[src/rtl/dmem_boot_loader.sv]
// dmem_boot_loader
//   Bus initiator on the core's data-memory write port. Packs an incoming byte
//   stream into 32-bit little-endian words and writes NUM_WORDS consecutive
//   words to dmem starting at BASE_ADDR. The RV32I core is held in reset
//   through cpu_hold until the whole image has been written.
//
// Parameters
//   BASE_ADDR  byte address of the first word (4-byte aligned)
//   NUM_WORDS  words per load (>= 1)
//
// Ports
//   clk         system clock, rising edge
//   reset       asynchronous active-high reset
//   start       1-cycle pulse, begins a load from IDLE or DONE
//   byte_valid  byte_data is valid
//   byte_data   next image byte, little-endian within a word
//   byte_ready  byte accepted when byte_valid && byte_ready (COLLECT only)
//   MemWrite    dmem write strobe, one cycle per word
//   DataAdr     dmem byte address, valid while MemWrite=1
//   WriteData   dmem write data, valid while MemWrite=1
//   busy        load in progress (COLLECT or WRITE)
//   done        image fully written
//   cpu_hold    1 keeps the core in reset; 0 only in DONE
//   checksum    mod-2^32 sum of the words written in the current load
module dmem_boot_loader #(
  parameter logic [31:0] BASE_ADDR = 32'h0,
  parameter int unsigned NUM_WORDS = 64
) (
  input  logic        clk,
  input  logic        reset,
  input  logic        start,
  input  logic        byte_valid,
  input  logic [7:0]  byte_data,
  output logic        byte_ready,
  output logic        MemWrite,
  output logic [31:0] DataAdr,
  output logic [31:0] WriteData,
  output logic        busy,
  output logic        done,
  output logic        cpu_hold,
  output logic [31:0] checksum
);

  localparam int unsigned IW = (NUM_WORDS > 1) ? $clog2(NUM_WORDS) : 1;
  localparam logic [IW-1:0] LAST_IDX = IW'(NUM_WORDS - 1);

  typedef enum logic [1:0] {
    IDLE    = 2'd0,
    COLLECT = 2'd1,
    WRITE   = 2'd2,
    DONE    = 2'd3
  } state_t;

  state_t        state;
  logic [1:0]    byte_cnt;
  logic [IW-1:0] word_idx;
  logic [31:0]   word;

  assign byte_ready = (state == COLLECT);

  always_ff @(posedge clk or posedge reset) begin
    if (reset) begin
      state     <= IDLE;
      byte_cnt  <= '0;
      word_idx  <= '0;
      word      <= '0;
      MemWrite  <= 1'b0;
      DataAdr   <= '0;
      WriteData <= '0;
      busy      <= 1'b0;
      done      <= 1'b0;
      cpu_hold  <= 1'b1;
      checksum  <= '0;
    end else begin
      case (state)
        IDLE, DONE: begin
          if (start) begin
            state    <= COLLECT;
            byte_cnt <= '0;
            word_idx <= '0;
            checksum <= '0;
            busy     <= 1'b1;
            done     <= 1'b0;
            cpu_hold <= 1'b1;
          end
        end

        COLLECT: begin
          if (byte_valid) begin
            word[{byte_cnt, 3'b000} +: 8] <= byte_data;
            byte_cnt <= byte_cnt + 2'd1;
            if (byte_cnt == 2'd3) begin
              // Bus outputs are loaded on the 4th handshake so they are
              // already stable during the single WRITE cycle; the top byte
              // comes straight from the input since word is not yet updated.
              state     <= WRITE;
              MemWrite  <= 1'b1;
              DataAdr   <= BASE_ADDR + (32'(word_idx) << 2);
              WriteData <= {byte_data, word[23:0]};
            end
          end
        end

        WRITE: begin
          MemWrite <= 1'b0;
          checksum <= checksum + word;
          if (word_idx == LAST_IDX) begin
            state    <= DONE;
            busy     <= 1'b0;
            done     <= 1'b1;
            cpu_hold <= 1'b0;
          end else begin
            word_idx <= word_idx + IW'(1);
            state    <= COLLECT;
          end
        end

        default: state <= IDLE;
      endcase
    end
  end

endmodule

[config.mk]
export PLATFORM = sky130hd
export DESIGN_NAME = dmem_boot_loader
export DESIGN_NICKNAME = d
export VERILOG_FILES = /design/src/rtl/dmem_boot_loader.sv
export SDC_FILE = /design/constraint.sdc
export NUM_CORES = 1
export LEC_CHECK = 0
export BUFFER_PORTS_ARGS = -buffer_cell sky130_fd_sc_hd__buf_2
export CORE_MARGIN = 2
export CORE_UTILIZATION = 56
export CTS_CLUSTER_DIAMETER = 50
export DETAILED_ROUTE_END_ITERATION = 10
export PLACE_DENSITY_LB_ADDON = 0.2
export SLEW_MARGIN = 10
export SYNTH_ARGS = -nofsm -noshare
export SYNTH_HDL_FRONTEND = slang
export SYNTH_SLANG_ARGS = --single-unit
[constraint.sdc]
create_clock -name clk -period 4.6 [get_ports clk]
set_input_delay 0.69 -clock clk [delete_from_list [all_inputs] [get_ports clk]]
set_output_delay 0.69 -clock clk [all_outputs]
set_load 0.05 [all_outputs]
==> results.cfg <==
[synthesis]
ys_warn_count = 0
seq_area_frac_synth_pct = 46.0
ys_async_sr_fraction_pct = 100
synth_seq_cells = 116
syn_area_um2 = 6310
synth_cells = 606
synthDistinctLibCells = 59
yosys.area.top_type = dfrtp_1
synthFlopType = dfrtp_1
synth_commonest_cells = dfrtp_1, nand2_1, ha_1, a22o_1, mux2_2
yosysMostFrequentCell = dfrtp_1
synth_edf_count = 0
synth.top_cell.area_share_pct = 45.6
synthTopCellsByArea = dfrtp_1, ha_1, mux2_2
syn_avg_cell_area_um2 = 10.4

[min_path]
hp-class = flip-flop to flip-flop

[cts]
cts_max_level = 4
clock-root-buffer = clkbuf_16
path_clk_slew_ns = 0.05
cts_tree = built
postCtsSetupBuffers = 0
post_cts_resized = 0
insertion_delay_ns = 0.42
cts_max_path_buffers = 2
cts_buffers = 17
clock-sinks = 116
postCtsHoldBufs = 0

[sta]
finClkSkew_ns = 0.00510
final_hold_viol_count = 0
drv_slew = 0
tightest_slew_ns = 1.16
rsz0062_at_grt = false
post-route-min-period_ns = 2.87
finalSetupViolations = 0
tns_ns = 0
slew_headroom_pct = 22.3
min_period_over_period_pct = 62.4
clock.fmax_mhz = 348

[finish]
stdcell_count = 852
layout-drive-gt1-share_pct = 24.0
syn2layout_area_growth_pct = 17.4
fin_nets = 753
fillers = 862
n_antenna_cell = 0
final_area_um2 = 7400

[placed_design]
io_buffers = 86
numPlacedInstances = 820
dpl_cell_area_um2 = 6810
place.gp.congestion = 1.04
hpwlAfterDp_um = 11200

[global_route]
grt_antenna_before_repair = 0
grt_pass1_vias = 5015
gr-total-overflow = 0
grt_start_max_net_pins = 83
track_usage_pct = 27.6
grt_pass1_wl_um = 24900

[power_and_ir_drop]
p_per_area_nw_per_um2 = 521
p_leak_uw = 0.00382
vdd_drop_max_mv = 0.378

[drt]
drt_wl_total_um = 15900
routedWlPerCell_um = 18.7
dr.pass1.iters = 5
via_per_inst = 6.00
first_iter_violations = 285
ant_nets = 0
drcViolationCount = 0
vias = 5109

[die]
rows = 38
die_h_um = 110
initial_utilization_pct = 57.7
fp.dieArea_um2 = 12100
boundaryPins = 113
core_area_um2 = 10900
die_w_um = 110

[run_status]
status = complete, no violations

[critical_path]
crit_path_start_kind = flip-flop
crit_fanout = 8
cp_data_arrival_time_ns = 3.22
required_ns = 4.95
criticalPathCategory = flip-flop to flip-flop
reg2reg_setup_slack_ns = 1.73
cp-end-kind = flip-flop

[run]
maxCapViolCount = 0
-- cells by family (layout without fill, tap and decap cells) --
kind of cell             count (synthesis)  count (layout)  share of synthesized area, %
adder cells (fa/ha/maj)                 42              42                          8.45
buffers and inverters                   67             148                          5.59
other                                    1              26                        0.0594
AND/OR/NAND/NOR                        147             147                          11.4
AO/OA/AOI/OAI                          176             176                          19.2
multiplexers                            36              36                          6.40
XOR/XNOR                                21              21                          2.91
flip-flops                             116             116                          46.0
-- per-stage QoR --
stage / hold slack (ns) / setup slack, ns / util (%) / power [µW]
after floorplan: 0.477 / 0.839 / - / 2260
after global placement: 0.458 / 1.90 / 62.2 / 2520
after detailed placement: 0.469 / 1.80 / 62.2 / 2550
after CTS: 0.481 / 1.78 / 67.7 / 3870
after global routing: 0.512 / 1.53 / 67.7 / 4020
final: 0.472 / 1.73 / 67.7 / 3860
-- registers in the layout, summed over array words and instances, names as in the netlist --
name / count
byte_cnt: 2
done: 1
word_idx: 6
state: 2
DataAdr: 6
word: 32
checksum: 32
WriteData: 32
busy: 1
cpu_hold: 1
MemWrite: 1
-- report_power, final --
| part | leakage [µW] | internal (µW) | switching [µW] |
|---|---|---|---|
| Sequential | 0.00159 | 1200 | 148 |
| Clock | 0.000295 | 862 | 454 |
| Combinational | 0.00194 | 365 | 835 |
-- worst max-delay path, stage by stage (launching register included) --
cell and delay (ns):
dfrtp_1 0.42, ha_1 0.39, a211oi_1 0.27, o21bai_1 0.14, o2111ai_1 0.24, o211ai_2 0.16
a211oi_1 0.56, o211ai_1 0.20, a311o_1 0.34, o21ai_1 0.07
-- cells in the final DEF (no fill, tap or decap), types with 4 or more instances in the layout --
| master | count |
|---|---|
| nor4_1 | 4 |
| buf_4 | 7 |
| a21o_1 | 15 |
| ha_1 | 41 |
| a21oi_1 | 29 |
| o21ai_1 | 10 |
| nand2_1 | 54 |
| a31oi_1 | 4 |
| o21ai_0 | 34 |
| inv_1 | 22 |
| clkbuf_16 | 17 |
| dfrtp_1 | 115 |
| xnor2_1 | 13 |
| o21a_1 | 5 |
| a211oi_1 | 5 |
| xor2_1 | 8 |
| buf_2 | 86 |
| nor2b_1 | 9 |
| or3_1 | 7 |
| nor2_1 | 21 |
| clkinv_2 | 5 |
| nor3_1 | 9 |
| nand3_1 | 21 |
| a22o_1 | 39 |
| conb_1 | 26 |
| o31ai_1 | 8 |
| clkbuf_8 | 5 |
| mux2_2 | 35 |
-- cell type report --
cell class,instances,area (µm²),area share [%]
clock buffer,23,498,6.73
clock inverter,9,100,1.35
inverter,23,88.8,1.20
multi-input combinational,448,3160,42.6
sequential,116,2900,39.2
tap,140,175,2.37
timing repair buffer,93,483,6.52
-- path summary, 6_finish.rpt --
| kind | startpoint | end | cells past startpoint |
|---|---|---|---|
| worst max-delay path | word[16] | checksum[31] | 9 |
| worst min-delay path | WriteData[1] | WriteData[1] | 2 |
| worst max register to register | word[16] | checksum[31] | 9 |
| worst min register to register | WriteData[1] | WriteData[1] | 2 |
| max in group asynchronous | reset | WriteData[11] | 3 |
| min in group asynchronous | reset | word_idx[4] | 2 |
-- routing by layer --
layer / wire length (µm) / part of all wire (%) / GRT usage, % / up-vias
met5: 0 / 0 / 0 / -
met4: 501 / 3.1 / 14.9 / 0
met3: 1060 / 6.6 / 7.41 / 45
met2: 7520 / 47 / 43.5 / 214
met1: 6860 / 43 / 34.8 / 2496
li1: - / - / - / 2354
(Power assumes the default switching activity.)
